--- config.mk ---
export PLATFORM = sky130hd
export DESIGN_NAME = pipeline_hazard_ctrl_flat
export DESIGN_NICKNAME = d
export VERILOG_FILES = /design/src/rtl/pipeline_hazard_ctrl_if.sv /design/src/rtl/pipeline_hazard_ctrl.sv /design/src/flat_wrapper.sv
export SDC_FILE = /design/constraint.sdc
export NUM_CORES = 1
export LEC_CHECK = 0
export ABC_CLOCK_PERIOD_IN_PS = 7750
export CORE_UTILIZATION = 51
export DETAILED_ROUTE_END_ITERATION = 7
export PLACE_DENSITY = 0.94
export SLEW_MARGIN = 10
export SYNTH_ARGS = -nofsm -noshare
export SYNTH_HDL_FRONTEND = slang
export SYNTH_SLANG_ARGS = --single-unit
--- constraint.sdc ---
create_clock -name clk -period 7.75 [get_ports clk]
set_input_delay 1.55 -clock clk [delete_from_list [all_inputs] [get_ports clk]]
set_output_delay 1.55 -clock clk [all_outputs]
set_load 0.05 [all_outputs]
--- src/rtl/pipeline_hazard_ctrl_if.sv ---
// Hazard-unit bundle: pipeline-register fields seen by the unit and the
// enables it drives back into the PC, IF/ID, ID/EX and the later stages.
interface pipeline_hazard_ctrl_if;
   logic [4:0] ifid_rs;
   logic [4:0] ifid_rt;
   logic       ifid_uses_rt;
   logic       ifid_jr;
   logic       idex_memread;
   logic       idex_regwrite;
   logic       idex_regdst;
   logic       idex_jal;
   logic [4:0] idex_rt;
   logic [4:0] idex_rd;
   logic       exmem_regwrite;
   logic [4:0] exmem_dest;
   logic       ex_redirect;
   logic       mem_busy;
   logic       pc_write;
   logic       ifid_write;
   logic       ifid_flush;
   logic       idex_flush;
   logic       freeze;

   modport master (
      output ifid_rs, ifid_rt, ifid_uses_rt, ifid_jr,
             idex_memread, idex_regwrite, idex_regdst, idex_jal, idex_rt, idex_rd,
             exmem_regwrite, exmem_dest, ex_redirect, mem_busy,
      input  pc_write, ifid_write, ifid_flush, idex_flush, freeze
   );

   modport slave (
      input  ifid_rs, ifid_rt, ifid_uses_rt, ifid_jr,
             idex_memread, idex_regwrite, idex_regdst, idex_jal, idex_rt, idex_rd,
             exmem_regwrite, exmem_dest, ex_redirect, mem_busy,
      output pc_write, ifid_write, ifid_flush, idex_flush, freeze
   );
endinterface

--- src/rtl/pipeline_hazard_ctrl.sv ---
// Hazard and pipeline-control unit for the 5-stage MIPS pipeline, with an
// action register and saturating stall/flush/freeze performance counters.
module pipeline_hazard_ctrl #(
   parameter int CNT_W = 16
) (
   input  logic                 clk,
   input  logic                 reset,
   pipeline_hazard_ctrl_if.slave hz,
   input  logic                 perf_clr,
   output logic [1:0]           state,
   output logic [CNT_W-1:0]     stall_cycles,
   output logic [CNT_W-1:0]     flush_events,
   output logic [CNT_W-1:0]     freeze_cycles
);

   typedef enum logic [1:0] {
      ACT_RUN    = 2'd0,
      ACT_STALL  = 2'd1,
      ACT_FLUSH  = 2'd2,
      ACT_FREEZE = 2'd3
   } action_t;

   localparam logic [CNT_W-1:0] CNT_ONE = {{(CNT_W-1){1'b0}}, 1'b1};
   localparam logic [CNT_W-1:0] CNT_MAX = {CNT_W{1'b1}};

   logic [4:0] idex_dest;
   logic       load_use;
   logic       jr_haz;
   logic       stall_req;
   action_t    action;
   action_t    last_action;

   assign idex_dest = hz.idex_jal ? 5'd31 : (hz.idex_regdst ? hz.idex_rd : hz.idex_rt);

   assign load_use = hz.idex_memread & (idex_dest != 5'd0) &
                     ((idex_dest == hz.ifid_rs) | (hz.ifid_uses_rt & (idex_dest == hz.ifid_rt)));

   // jr reads rs in ID, so it must wait for producers in both EX and MEM.
   assign jr_haz = hz.ifid_jr &
                   ((hz.idex_regwrite & (idex_dest != 5'd0) & (idex_dest == hz.ifid_rs)) |
                    (hz.exmem_regwrite & (hz.exmem_dest != 5'd0) & (hz.exmem_dest == hz.ifid_rs)));

   assign stall_req = load_use | jr_haz;

   always_comb begin
      action = ACT_RUN;
      if (hz.mem_busy)
         action = ACT_FREEZE;
      else if (hz.ex_redirect)
         action = ACT_FLUSH;
      else if (stall_req)
         action = ACT_STALL;
   end

   // Enables are combinational so they gate the very next edge; reset forces them low.
   assign hz.pc_write   = reset & ((action == ACT_RUN) | (action == ACT_FLUSH));
   assign hz.ifid_write = reset & ((action == ACT_RUN) | (action == ACT_FLUSH));
   assign hz.ifid_flush = reset & (action == ACT_FLUSH);
   assign hz.idex_flush = reset & ((action == ACT_FLUSH) | (action == ACT_STALL));
   assign hz.freeze     = reset & (action == ACT_FREEZE);

   assign state = last_action;

   always_ff @(posedge clk or negedge reset) begin
      if (!reset) begin
         last_action   <= ACT_RUN;
         stall_cycles  <= '0;
         flush_events  <= '0;
         freeze_cycles <= '0;
      end else begin
         last_action <= action;
         if (perf_clr) begin
            stall_cycles  <= '0;
            flush_events  <= '0;
            freeze_cycles <= '0;
         end else begin
            if ((action == ACT_STALL) && (stall_cycles != CNT_MAX))
               stall_cycles <= stall_cycles + CNT_ONE;
            // A run of back-to-back FLUSH cycles is one redirect event.
            if ((action == ACT_FLUSH) && (last_action != ACT_FLUSH) && (flush_events != CNT_MAX))
               flush_events <= flush_events + CNT_ONE;
            if ((action == ACT_FREEZE) && (freeze_cycles != CNT_MAX))
               freeze_cycles <= freeze_cycles + CNT_ONE;
         end
      end
   end

endmodule

--- src/flat_wrapper.sv ---
// flat-port wrapper written by rule: the top's interface ports become plain ports
module pipeline_hazard_ctrl_flat 
#(
   parameter int CNT_W = 16
)
  (clk, reset, perf_clr, state, stall_cycles, flush_events, freeze_cycles, hz_ifid_rs, hz_ifid_rt, hz_ifid_uses_rt, hz_ifid_jr, hz_idex_memread, hz_idex_regwrite, hz_idex_regdst, hz_idex_jal, hz_idex_rt, hz_idex_rd, hz_exmem_regwrite, hz_exmem_dest, hz_ex_redirect, hz_mem_busy, hz_pc_write, hz_ifid_write, hz_ifid_flush, hz_idex_flush, hz_freeze);
  pipeline_hazard_ctrl_if hz_i ();
  input  logic clk;
  input  logic reset;
  input  logic perf_clr;
  output logic [1:0] state;
  output logic [CNT_W-1:0] stall_cycles;
  output logic [CNT_W-1:0] flush_events;
  output logic [CNT_W-1:0] freeze_cycles;
  input wire logic [$bits(hz_i.ifid_rs)-1:0] hz_ifid_rs;
  input wire logic [$bits(hz_i.ifid_rt)-1:0] hz_ifid_rt;
  input wire logic [$bits(hz_i.ifid_uses_rt)-1:0] hz_ifid_uses_rt;
  input wire logic [$bits(hz_i.ifid_jr)-1:0] hz_ifid_jr;
  input wire logic [$bits(hz_i.idex_memread)-1:0] hz_idex_memread;
  input wire logic [$bits(hz_i.idex_regwrite)-1:0] hz_idex_regwrite;
  input wire logic [$bits(hz_i.idex_regdst)-1:0] hz_idex_regdst;
  input wire logic [$bits(hz_i.idex_jal)-1:0] hz_idex_jal;
  input wire logic [$bits(hz_i.idex_rt)-1:0] hz_idex_rt;
  input wire logic [$bits(hz_i.idex_rd)-1:0] hz_idex_rd;
  input wire logic [$bits(hz_i.exmem_regwrite)-1:0] hz_exmem_regwrite;
  input wire logic [$bits(hz_i.exmem_dest)-1:0] hz_exmem_dest;
  input wire logic [$bits(hz_i.ex_redirect)-1:0] hz_ex_redirect;
  input wire logic [$bits(hz_i.mem_busy)-1:0] hz_mem_busy;
  output wire logic [$bits(hz_i.pc_write)-1:0] hz_pc_write;
  output wire logic [$bits(hz_i.ifid_write)-1:0] hz_ifid_write;
  output wire logic [$bits(hz_i.ifid_flush)-1:0] hz_ifid_flush;
  output wire logic [$bits(hz_i.idex_flush)-1:0] hz_idex_flush;
  output wire logic [$bits(hz_i.freeze)-1:0] hz_freeze;
  assign hz_i.ifid_rs = hz_ifid_rs;
  assign hz_i.ifid_rt = hz_ifid_rt;
  assign hz_i.ifid_uses_rt = hz_ifid_uses_rt;
  assign hz_i.ifid_jr = hz_ifid_jr;
  assign hz_i.idex_memread = hz_idex_memread;
  assign hz_i.idex_regwrite = hz_idex_regwrite;
  assign hz_i.idex_regdst = hz_idex_regdst;
  assign hz_i.idex_jal = hz_idex_jal;
  assign hz_i.idex_rt = hz_idex_rt;
  assign hz_i.idex_rd = hz_idex_rd;
  assign hz_i.exmem_regwrite = hz_exmem_regwrite;
  assign hz_i.exmem_dest = hz_exmem_dest;
  assign hz_i.ex_redirect = hz_ex_redirect;
  assign hz_i.mem_busy = hz_mem_busy;
  assign hz_pc_write = hz_i.pc_write;
  assign hz_ifid_write = hz_i.ifid_write;
  assign hz_ifid_flush = hz_i.ifid_flush;
  assign hz_idex_flush = hz_i.idex_flush;
  assign hz_freeze = hz_i.freeze;
  pipeline_hazard_ctrl #(.CNT_W(CNT_W)) u_core (.clk(clk), .reset(reset), .hz(hz_i), .perf_clr(perf_clr), .state(state), .stall_cycles(stall_cycles), .flush_events(flush_events), .freeze_cycles(freeze_cycles));
endmodule
==> metrics.md <==
| Metric | Value |
|---|---|
| Share of the synthesized area in the top cell type | `0.426` |
| Die width | `~78 um` |
| Via count | `~2,700` |
| Fin. max-slew vios | `0` |
| Core footprint | `roughly 0.0055 mm2` |
| R2R Path Start | `u_core.flush_events[6]` |
| CTS max path bufs | `2` |
| Clock-pin slew on the worst setup and hold paths | `approximately 80 ps` |
| Dpl hpwl | `approximately 5500 um` |
| Cts hold-fix bufs | `0` |
| Clock network power share | `0.350` |
| Sequential share of power | `0.502` |
| Row count | `27` |
| Post-Syn Nets | `roughly 370` |
| Vias per cell | `5.62` |
| Largest net degree at the start of global routing | `52` |
| Ports | `slightly above 90` |
| Clk root buf | `clkbuf_8` |
| Starting Density | `0.530` |
| GPL Wtd Cong | `just over 0.8` |
| Share of post-route cells with drive strength above 1 | `0.0458` |
| Internal | `approximately 0.4 mW` |
| Leak | `between 1.5 and 2 nW` |
| Fin. Hold Viols | `0` |
| Min cycle time layout | `6680 ps` |
| # diodes | `0` |
| DIE AREA | `between 0.006 and 0.007 mm2` |
| Post-synthesis average cell area | `about 9 um2` |
| Post-CTS repair timing setup buffer count | `0` |
| Area Overhead vs Synth | `36.1%` |
| Synth Flop Type | `dfrtp_1` |
| CP max FO | `31` |
| Power Dens Cells | `between 100 and 150 mW/mm2` |
| Critical path type | `in2out` |
| Least-Margin Pin Slew | `809 ps` |
| Global-route wire length before repair | `12,100 um` |
| Switching power | `between 0.1 and 0.15 mW` |
| Initial antenna violation count | `0` |
| Grt total ovfl | `0` |
| Switch share | `0.244` |
| Synthesized flop and latch total | `50` |
| Top-count cell post-synth | `dfrtp_1` |
| Number of buffers created by CTS | `5` |
| Post-Place Cells | `480` |
| Commonest cells post-synth | `dfrtp_1, nor2_1, xor2_1` |
| Post-synthesis sequential area ratio | `0.426` |
| Mapped cell area | `0.00293 mm2` |
| Max_cap viols | `0` |
| First drt pass iteration count | `4` |
| Die Ht | `77.9 um` |
| Antenna Nets Post-Route | `0` |
| Hold Path Origin | `u_core.flush_events[9]` |
| YS warnings | `0` |
| Final Cycle Share | `0.862` |
| Htree depth | `2` |
| Mapped Cells | `about 330` |
| Input/output buffers | `a little over 90` |
| Final std cells w/o fill | `487` |
| Status | `complete, no violations` |
| Comb pwr share | `0.148` |
| Iter 0 DRT Violations | `between 200 and 250` |
| Sink Count | `50` |
| DRC | `0` |
| Total track usage | `0.249` |
| Routed len/inst | `around 15 um` |
| Clk_skew | `around 3.3 ps` |
| CP required | `between 6000 and 7000 ps` |
| Setup crit start | `hz_idex_regdst` |
| Fmax achieved | `150 MHz` |
| Top post-synthesis cells by area | `dfrtp_1, xor2_1, nor2_1` |
| RSZ-0062 raised after global routing | `false` |
| Worst-Skew Late Latency | `300 ps` |
| Worst endpoint data arrival time | `about 5000 ps` |
| Area leader, netlist | `dfrtp_1` |
| Post-synth EDFFs | `0` |
| Max-slew headroom at the worst pin | `0.453` |
| Post-CTS resize count | `0` |
| Min-delay worst type | `reg2reg` |
| TritonCTS clock tree | `done` |
| Final Net Count | `455` |
| Final hold slack | `571 ps` |
| Final setup violation count | `0` |
| Drt total wl | `approximately 7400 um` |
| Post-synth cell types | `43` |
| Total negative slack | `0 ps` |
| CP startpoint kind | `input port` |
| Vias in the first global route | `approximately 2,600` |
| CP Capture Type | `primary output` |
| VDD IR max | `between 0.1 and 0.15 mV` |
| Ys async rst share | `1.00` |
-- layout make-up --
type	count	area [um2]
tap	72	90.1
clock buffer	6	82.6
fill	403	1550
inverter	10	37.5
sequential	50	1250
timing repair buffer	93	921
clock inverter	1	30.0
multi-input combinational	255	1580
-- logic make-up (layout without fill, tap and decap cells) --
group | Yosys count | in the layout | synth area share
adders and majority gates | 3 | 3 | 0.0128
and+or+nand+nor | 159 | 159 | 0.284
muxes | 9 | 9 | 0.0333
DFF | 50 | 50 | 0.426
buffers and inverters | 22 | 110 | 0.0350
xor gates and xnor gates | 35 | 35 | 0.104
AOI/OAI and AO/OA | 49 | 49 | 0.104
-- worst max-delay path, cell delays in order --
cell,delay [ps]
clkdlybuf4s50_1,680
or4_1,600
o211a_1,240
a22o_1,190
nand4_1,80
o211a_1,650
nor2_1,130
nor2_1,180
clkdlybuf4s50_1,830
-- power groups by stage --
| stage | sequential [mW] | clock (mW) | combinational (mW) |
|---|---|---|---|
| 2_1_floorplan | 0.278 | 0 | 0.0318 |
| 3_3_place_gp | 0.270 | 0 | 0.0760 |
| 3_5_place_dp | 0.271 | 0 | 0.0781 |
| 4_1_cts | 0.266 | 0.189 | 0.0784 |
| 5_1_grt | 0.266 | 0.199 | 0.0840 |
| 6_report | 0.266 | 0.185 | 0.0782 |
-- layer usage --
metal / part of all wire / track usage
met1: 0.42 / 0.304
met4: 0.0065 / 0.0509
met2: 0.50 / 0.438
met5: 0 / 0
met3: 0.073 / 0.0694
-- registers in the layout, indices dropped and copies added, names as in the netlist --
register and count:
u_core.flush_events 16, u_core.freeze_cycles 16, u_core.stall_cycles 16, u_core.state 2
-- worst paths after layout --
| check | end | slack [ps] | depth (start not counted) |
|---|---|---|---|
| setup / recovery | hz_ifid_write | 1070 | 9 |
| hold / removal | u_core.flush_events[9] | 570 | 2 |
| setup reg to reg | u_core.flush_events[12] | 5130 | 6 |
| hold reg to reg | u_core.flush_events[9] | 570 | 2 |
| max in group asynchronous | u_core.flush_events[8] | 5740 | 2 |
| min in group asynchronous | u_core.freeze_cycles[5] | 1270 | 1 |
-- through the flow --
step | cell area [um2] | setup slack [ps] | power, mW | utilization
2_1_floorplan | 2930 | 2140 | 0.310 | -
3_3_place_gp | 3880 | 1260 | 0.346 | 0.700
3_5_place_dp | 3880 | 1110 | 0.349 | 0.700
4_1_cts | 3990 | 1110 | 0.533 | 0.721
5_1_grt | 3990 | 872 | 0.549 | 0.721
6_report | 3990 | 1070 | 0.529 | 0.721
-- cells in the final DEF, fill, tap and decap left out, types with 11 or more instances in the layout --
cell type	n
clkdlybuf4s50_1	90
dfrtp_1	50
nor2_1	44
xor2_1	27
nand2_1	25
a21oi_1	23
nand3_1	17
nand4_1	13
or3_1	11
Note: power is estimated with default switching activity, not from simulation.
